`config.mk`:
```
export PLATFORM = sky130hd
export DESIGN_NAME = multiplier_cpa_stage
export DESIGN_NICKNAME = d
export VERILOG_FILES = /design/src/rtl/multiplier_cpa_stage.sv
export SDC_FILE = /design/constraint.sdc
export NUM_CORES = 1
export LEC_CHECK = 0
export BUFFER_PORTS_ARGS = -buffer_cell sky130_fd_sc_hd__clkbuf_2
export CAP_MARGIN = 20
export CORE_MARGIN = 4
export CORE_UTILIZATION = 51
export CTS_BUF_LIST = sky130_fd_sc_hd__clkbuf_4 sky130_fd_sc_hd__clkbuf_8
export DETAILED_ROUTE_END_ITERATION = 6
export PLACE_DENSITY = 0.9
export SYNTH_ARGS = -nofsm -noshare
export SYNTH_HDL_FRONTEND = slang
export SYNTH_SLANG_ARGS = --single-unit
```
`constraint.sdc`:
```
create_clock -name clock -period 2.57 [get_ports clock]
set_input_delay 0.1285 -clock clock [delete_from_list [all_inputs] [get_ports clock]]
set_output_delay 0.1285 -clock clock [all_outputs]
set_load 0.03 [all_outputs]
```
`src/rtl/multiplier_cpa_stage.sv`:
```
// Two-stage carry-propagate adder resolving a carry-save product into a 32-bit result.
// Optional stall counter output perf_stall is enabled by defining MULTIPLIER_CPA_PERF_EN.
module multiplier_cpa_stage #(
  parameter int unsigned TAG_W = 4
) (
  input  logic             clock,
  input  logic             reset,
  input  logic             in_valid,
  output logic             in_ready,
  input  logic [31:0]      in_carry,
  input  logic [31:0]      in_sum,
  input  logic [1:0]       in_sew,
  input  logic [TAG_W-1:0] in_tag,
  output logic             out_valid,
  input  logic             out_ready,
  output logic [31:0]      out_result,
`ifdef MULTIPLIER_CPA_PERF_EN
  output logic [15:0]      perf_stall,
`endif
  output logic [TAG_W-1:0] out_tag
);

  logic             r_s1_valid;
  logic [15:0]      r_s1_low;
  logic             r_s1_c16;
  logic [15:0]      r_s1_hi_carry;
  logic [15:0]      r_s1_hi_sum;
  logic             r_s1_sew0;
  logic [TAG_W-1:0] r_s1_tag;

  logic             r_out_valid;
  logic [31:0]      r_out_result;
  logic [TAG_W-1:0] r_out_tag;

  logic [16:0]      w_low_sum;
  logic [15:0]      w_high_sum;
  logic             w_carry_in;
  logic             w_s2_load;
  logic             w_unused_sew;

  // Only the packed-lane flag matters; the upper element-width bit is ignored.
  assign w_unused_sew = in_sew[1];

  assign w_s2_load  = !r_out_valid || out_ready;
  assign in_ready   = !r_s1_valid || w_s2_load;
  assign w_low_sum  = {1'b0, in_carry[15:0]} + {1'b0, in_sum[15:0]};
  // Packed 8x8 lanes must not ripple a carry from the low half into the high half.
  assign w_carry_in = r_s1_c16 && !r_s1_sew0;
  assign w_high_sum = r_s1_hi_carry + r_s1_hi_sum + {15'b0, w_carry_in};

  always_ff @(posedge clock or negedge reset) begin
    if (!reset) begin
      r_s1_valid    <= 1'b0;
      r_s1_low      <= '0;
      r_s1_c16      <= 1'b0;
      r_s1_hi_carry <= '0;
      r_s1_hi_sum   <= '0;
      r_s1_sew0     <= 1'b0;
      r_s1_tag      <= '0;
    end else if (in_ready) begin
      r_s1_valid <= in_valid;
      if (in_valid) begin
        r_s1_low      <= w_low_sum[15:0];
        r_s1_c16      <= w_low_sum[16];
        r_s1_hi_carry <= in_carry[31:16];
        r_s1_hi_sum   <= in_sum[31:16];
        r_s1_sew0     <= in_sew[0];
        r_s1_tag      <= in_tag;
      end
    end
  end

  always_ff @(posedge clock or negedge reset) begin
    if (!reset) begin
      r_out_valid  <= 1'b0;
      r_out_result <= '0;
      r_out_tag    <= '0;
    end else if (w_s2_load) begin
      r_out_valid <= r_s1_valid;
      if (r_s1_valid) begin
        r_out_result <= {w_high_sum, r_s1_low};
        r_out_tag    <= r_s1_tag;
      end
    end
  end

  assign out_valid  = r_out_valid;
  assign out_result = r_out_result;
  assign out_tag    = r_out_tag;

`ifdef MULTIPLIER_CPA_PERF_EN
  logic [15:0] r_perf_stall;

  always_ff @(posedge clock or negedge reset) begin
    if (!reset) begin
      r_perf_stall <= '0;
    end else if (r_out_valid && !out_ready && (r_perf_stall != 16'hFFFF)) begin
      r_perf_stall <= r_perf_stall + 16'd1;
    end
  end

  assign perf_stall = r_perf_stall;
`endif

endmodule
```
# Word level (Yosys, flattened, before mapping)

Index checks and enable logic that the tools add are counted.
Widths: inputs -> output; s select.

Register bits: 92
Output and inout bits: 38

Add/sub/neg operators: 3
Reduce and logical (&&, ||, !) cells: 8

Operators by type and width:

| cell              | count |
|---|---|
| $add 16x16->17    | 1 |
| $add 16x1->16     | 1 |
| $add 16x16->16    | 1 |
| $reduce_and 2->1  | 2 |
| $logic_not 1->1   | 3 |
| $logic_or 1x1->1  | 2 |
| $logic_and 1x1->1 | 1 |

# Longest topological paths before layout

Gate-level depths: netlist of the first run.

Word-level depth: 4
Gate-level depth with buffers: 9

# Worst setup path after synthesis of the first run

No wires, ideal clock.

Path kind: register to register
From: register r_s1_sew0
To: register r_out_result[30], in the netlist out_result[30]
Arrival time: 2.253 ns
Data required time: 2.424 ns
Slack: 0.171 ns
Stages on the path, launching flop included: 10
Buffers on the path: 0
Clock period less this slack: 2.399 ns
Cell sequence: dfrtp_1 > nand2b_1 > fa_1 > fa_1 > nand2b_1 > a21oi_1 > o2111ai_1 > a21oi_1 > mux2i_1 > o311ai_0

Longest elaborated chain between the ends: 3

RTL lines:

| what                     | RTL line | text |
|---|---|---|
| start: declaration       | 28       | `logic r_s1_sew0;` |
| start signal: assignment | 67       | `r_s1_sew0 <= in_sew[0];` |
| $logic_not 1->1          | 48       | `assign w_carry_in = r_s1_c16 && !r_s1_sew0;` |
| $logic_and 1x1->1        | 48       |  |
| $add 16x1->16            | 49       | `assign w_high_sum = r_s1_hi_carry + r_s1_hi_sum + {15'b0, w_carry_in};` |
| end signal: assignment   | 81       | `r_out_result <= {w_high_sum, r_s1_low};` |
| end: declaration         | 32       | `logic [31:0] r_out_result;` |

Every way passes these cells.
A chain may end at the register's enable or synchronous reset.

# Final worst setup path of the first run

Ends and elaborated chain as after synthesis.

==> results.cfg, run 1 <==
[status]
status = complete, no violations

[layout]
diodes = 0
syn_to_final_growth_pct = 23.9
final_area_sq_um = 6050
fillCellCount = 753
instances_no_fill = 749
final_nets = 722
fin_util_pct = 65.2
drive_gt1_share_pct = 29.8

[power_and_ir_drop]
p_comb_share_pct = 39.7
ir_drop_v = 0.000435
power_frac_clock_pct = 19.1
power_mw = 4.87
netSwitchingFraction_pct = 39.8
p_seq_share_pct = 41.2
p_int_mw = 2.93
power.leakage_nw = 2.95
cellPowerDensity_nw_per_um2 = 804
netSwitchingPower_mw = 1.94

[yosys]
async_flop_share_pct = 100
synth_area_sq_um = 4880
synth_cell_type_count = 49
synth_top_area_cell = dfrtp_1
ys.flop_type = dfrtp_1
yosysMostFrequentCell = nand2_1
syn_inst = 484
syn_avg_cell_area_sq_um = 10.1
synth_edf_count = 0
synth_commonest_cells = nand2_1, dfrtp_1, mux2_2
synth.area.top_cells = dfrtp_1, mux2_2, nand2_1
synth_warnings = 0
syn_nets = 591
synth_seq_cells = 92
synth_top_area_share_pct = 47.1
synth_seq_area_share_pct = 47.1

[flow_run]
cap_violations = 0

[worst_setup_path]
crit_family = adder cells
cpMostUsedCell = fa_2
crit_chain = nand2b_1 -> fa_2 -> fa_2 -> nand2b_4 -> a21oi_4 -> o2111ai_4 -> a21oi_2 -> mux2i_1 -> o311ai_1
startpoint_type = register
endpoint_kind = register
worstPathRequired_ps = 2780
critPathMaxStageDelay_ps = 380
critPathBufInv = 0
cp_max_fo = 3
criticalPathCategory = reg2reg
arrival_ps = 2660
cpMaxStageDelayCell = dfrtp_1

[clocking]
clock-sinks = 92
cts.clk_slew.worst_paths_ps = 90
htreeDepth = 3
cts_tree = done
cts_buffers = 9
clock_tree.buffer_depth = 2
clk-insertion-delay-late_ps = 350
root_buffer = clkbuf_8

[timing]
fin_setup_tns_ps = 0
finClkSkew_ps = 9.06
setup_slack_ps = 121
hold_viol = 0
worst_pin_slew_ps = 693
setup_viol = 0
slew_violations = 0
fmax_mhz = 408
worst_hold_slack_ps = 15.1
layout_min_cycle_time_ps = 2450
slew_headroom_pct = 53.8
finalCritPeriodShare_pct = 95.3

[detailed_routing]
first_pass_iters = 6
vias = 4001
vias_per_cell = 5.34
drc = 0
ant_nets = 0
drtIter0Drc = 155
drt-wirelength-per-cell_um = 15.1
wl_mm = 11.3

[floorplan]
die_w_um = 106
coreArea_sq_um = 9280
die_area_sq_um = 11200
start_util_pct = 52.6
num_io_pins = 112
rows = 35
die_h_um = 106

[global_routing]
grt_overflow_total = 0
grtUsageTotal_pct = 20.5
grt_pass1_wl_mm = 18.6
antenna_found_initial = 0
grt_max_degree = 58
grt_pass1_vias = 4148

[place]
dpl.hpwl_mm = 8.50
place_area_sq_um = 5590
gp_congestion = 0.893
port_buffers = 110
placed_cells = 710
place_ws_ps = -136

[min_path]
hp-class = in2reg
==> metal layers <==
metal	vias to the layer above	global-route usage [%]	wire [um]
met4	0	6.20	143
met3	17	4.78	692
met1	1901	24.2	4710
li1	1949	-	-
met5	-	0	0
met2	134	36.8	5770
==> timing repair <==
action	4_1_cts	5_1_grt
gates resized for setup	5	4
setup buffers	1	0
hold buffers	17	5
hold endpoints to repair	71	5
pin swaps	3	2
setup endpoints to repair	2	2
==> sequential cells by signal (all words and copies together) (netlist names) <==
signal,cells
out_valid,1
r_s1_hi_carry,16
r_s1_hi_sum,16
r_s1_c16,1
r_s1_tag,4
r_s1_valid,1
r_s1_low,16
r_s1_sew0,1
out_tag,4
out_result,32
==> worst paths after layout <==
kind,startpoint,endpoint,slack (ps),cells after the start
hold reg to reg,r_s1_low[12],out_result[12],480,2
setup reg to reg,r_s1_sew0,out_result[30],120,9
max in group asynchronous,reset,out_result[7],1500,3
setup / recovery,r_s1_sew0,out_result[30],120,9
min in group asynchronous,reset,r_s1_hi_carry[0],350,2
hold / removal,in_sum[30],r_s1_hi_sum[14],20,2
==> cell families after synthesis <==
group	synth area share [%]
compound gates	14.8
xor+xnor	4.30
fa+ha+maj	8.92
buf+inv	2.43
flops	47.1
mux	9.40
simple gates	13.0
==> power groups by stage <==
| stage | registers [mW] | clock network, mW | logic (mW) |
|---|---|---|---|
| 5_1_grt | 2.05 | 1.02 | 2.10 |
| 3_5_place_dp | 2.03 | 0 | 1.86 |
| 4_1_cts | 2.01 | 0.954 | 1.91 |
| 2_1_floorplan | 2.38 | 0 | 0.922 |
| 3_3_place_gp | 2.01 | 0 | 1.79 |
| 6_report | 2.01 | 0.929 | 1.93 |
==> cell usage in the layout (no fill, tap or decap), drive strengths merged, types with 4 or more instances in the layout <==
| cell | netlist | layout |
|---|---|---|
| clkbuf | 14 | 120 |
| nand2 | 108 | 108 |
| dfrtp | 92 | 92 |
| o21ai | 42 | 42 |
| mux2 | 39 | 39 |
| ha | 30 | 30 |
| a21oi | 23 | 23 |
| dlygate4sd3 | 0 | 22 |
| nor2 | 17 | 17 |
| xnor2 | 13 | 13 |
| inv | 10 | 13 |
| xor2 | 11 | 11 |
| nand2b | 9 | 9 |
| buf | 6 | 9 |
| a21o | 8 | 8 |
| a211oi | 6 | 6 |
| o21bai | 6 | 6 |
| nand4 | 5 | 5 |
| and2 | 4 | 4 |
| o21a | 4 | 4 |
| a221oi | 4 | 4 |
==> final cells by class <==
| cell class | count | area, sq um | share of cell area (%) |
|---|---|---|---|
| Multi-Input combinational cell | 362 | 2510 | 41.5 |
| Sequential cell | 92 | 2300 | 38.0 |
| Clock buffer | 11 | 151 | 2.50 |
| Tap cell | 129 | 161 | 2.67 |
| Clock inverter | 5 | 41.3 | 0.682 |
| Inverter | 10 | 37.5 | 0.620 |
| Timing Repair Buffer | 140 | 846 | 14.0 |
Note: power is estimated with default switching activity, not from simulation.
==> run 2: changes to the inputs <==
--- a/config.mk
+++ b/config.mk
@@ -12,6 +12,7 @@
 export CTS_BUF_LIST = sky130_fd_sc_hd__clkbuf_4 sky130_fd_sc_hd__clkbuf_8
 export DETAILED_ROUTE_END_ITERATION = 6
 export PLACE_DENSITY = 0.9
+export RECOVER_POWER = 50
 export SYNTH_ARGS = -nofsm -noshare
 export SYNTH_HDL_FRONTEND = slang
 export SYNTH_SLANG_ARGS = --single-unit
==> run 2 against run 1 <==
Compared with the run above: cell count unchanged; die area unchanged; count of clock-buffer cells in the layout unchanged; first-iteration DRC count decreased by 2.6%; critical endpoint unchanged; largest power group unchanged.
==> results.cfg, run 2 (synthesis results as in run 1) <==
[status]
status = complete, no violations

[global_routing]
grt-busiest-layer = met2
grt_overflow_total = 0
grt_pass1_wl_mm = 18.6
use_met3_pct = 4.78
grt_pass1_vias = 4148
grt_util_met1_pct = 24.2
grtUsageTotal_pct = 20.5
antenna_found_initial = 0
grt_use_met2_pct = 36.8
grt_max_degree = 58

[floorplan]
die_w_um = 106
start_util_pct = 52.6
die_h_um = 106
num_io_pins = 112
coreArea_sq_um = 9280
die_area_sq_um = 11200
rows = 35

[worst_setup_path]
cp_max_fo = 3
endpoint_kind = register
worstPathRequired_ps = 2780
rr_worst_depth = 9
cpMaxStageDelayCell = dfrtp_1
criticalPathCategory = reg2reg
startpoint_type = register
cpMostUsedCell = fa_2
arrival_ps = 2650
critPathMaxStageDelay_ps = 380
crit_chain = nand2b_1 -> fa_2 -> fa_2 -> nand2b_4 -> a21oi_4 -> o2111ai_4 -> a21oi_2 -> mux2i_1 -> o311ai_1

[layout]
largest_reg_flops = 32
diodes = 0
drive_gt1_share_pct = 23.9
final_area_sq_um = 6000
final_nets = 722
syn_to_final_growth_pct = 22.8
final_common_cell = nand2_1
final_cell_mix = nand2_1, dfrtp_1, clkbuf_2

[min_path]
hold_depth = 2
hp-class = in2reg

[flow_run]
cap_violations = 0

[power_and_ir_drop]
cellPowerDensity_nw_per_um2 = 803
ir_drop_v = 0.000437
power.leakage_nw = 2.83
power_mw = 4.82

[clocking]
cts_buffers = 9
cts.clk_slew.worst_paths_ps = 90
clk-insertion-delay-late_ps = 350
cts_tree = done
htreeDepth = 3
clock_tree.buffer_depth = 2
clock-sinks = 92
root_buffer = clkbuf_8

[timing]
layout_min_cycle_time_ps = 2440
slew_violations = 0
fmax_mhz = 410
setup_viol = 0
worst_pin_slew_ps = 1350
hold_viol = 0
finClkSkew_ps = 9.01
slew_headroom_pct = 9.88
finalCritPeriodShare_pct = 94.8

[place]
gp_congestion = 0.893
port_buffers = 110
dpl.hpwl_mm = 8.50
place_area_sq_um = 5590

[detailed_routing]
drtIter0Drc = 151
wl_mm = 11.3
vias = 3963
first_pass_iters = 4
drc = 0
vias_per_cell = 5.29
ant_nets = 0
drt-wirelength-per-cell_um = 15.1
run 2: cell types whose count changed in the layout (fill, tap and decap cells not counted):
cell / before / now
buf_4: 8 / 5
clkbuf_2: 109 / 75
clkbuf_1: 0 / 37
run 2: stage by stage:
| step | TNS (ps) | setup WS [ps] | hold slack [ps] | instances | utilization [%] |
|---|---|---|---|---|---|
| after floorplan | 0 | 171 | -167 | 484 | - |
| after global placement | -14.4 | -14.4 | 215 | 710 | 60.2 |
| after detailed placement | -177 | -136 | 223 | 710 | 60.2 |
| after CTS | 0 | 38.7 | 1.54 | 744 | 64.4 |
| after global routing | -4.11 | -4.11 | -9.36 | 749 | 64.6 |
| final | 0 | 133 | 14.7 | 749 | 64.6 |
run 2: cell type report:
| cell class | count | area [sq um] |
|---|---|---|
| tap | 129 | 161 |
| multi-input combinational | 362 | 2510 |
| inverter | 10 | 37.5 |
| clock inverter | 5 | 41.3 |
| clock buffer | 11 | 151 |
| fill | 774 | 3290 |
| sequential | 92 | 2300 |
| timing repair buffer | 140 | 792 |
run 2: power breakdown:
group          leakage, nW  switching (mW)  internal (mW)
sequential            1.10           0.213           1.79
clock               0.0930           0.517          0.415
combinational         1.63            1.21          0.670
total                 2.83            1.94           2.88
run 2: per-layer routing:
metal | vias up | routed length [um]
met3 | 16 | 637
met2 | 121 | 5790
met1 | 1881 | 4770
met4 | 0 | 136
li1 | 1945 | -
met5 | - | 0
run 2: repair_timing:
action	in CTS	in global routing
hold endpoints to repair	71	5
hold buffers	17	5
buffers inserted	1	0
setup endpoints to repair	2	2
resized for setup	5	4
pin swaps	3	2
run 2: path summary, 6_finish.rpt:
| path | slack (ps) | start | end |
|---|---|---|---|
| setup / recovery | 130 | r_s1_sew0 | out_result[30] |
| hold / removal | 10 | in_sum[30] | r_s1_hi_sum[14] |
| setup reg to reg | 130 | r_s1_sew0 | out_result[30] |
| hold reg to reg | 470 | r_s1_tag[3] | out_tag[3] |
| max in group asynchronous | 820 | reset | r_s1_hi_sum[3] |
| min in group asynchronous | 610 | reset | out_result[28] |
run 2: worst max-delay path: cells and delay by family, from the launching register on:
kind | cells | cell delay, ps
compound gates | 4 | 630
fa+ha+maj | 2 | 750
flops | 1 | 380
mux | 1 | 190
simple gates | 2 | 360
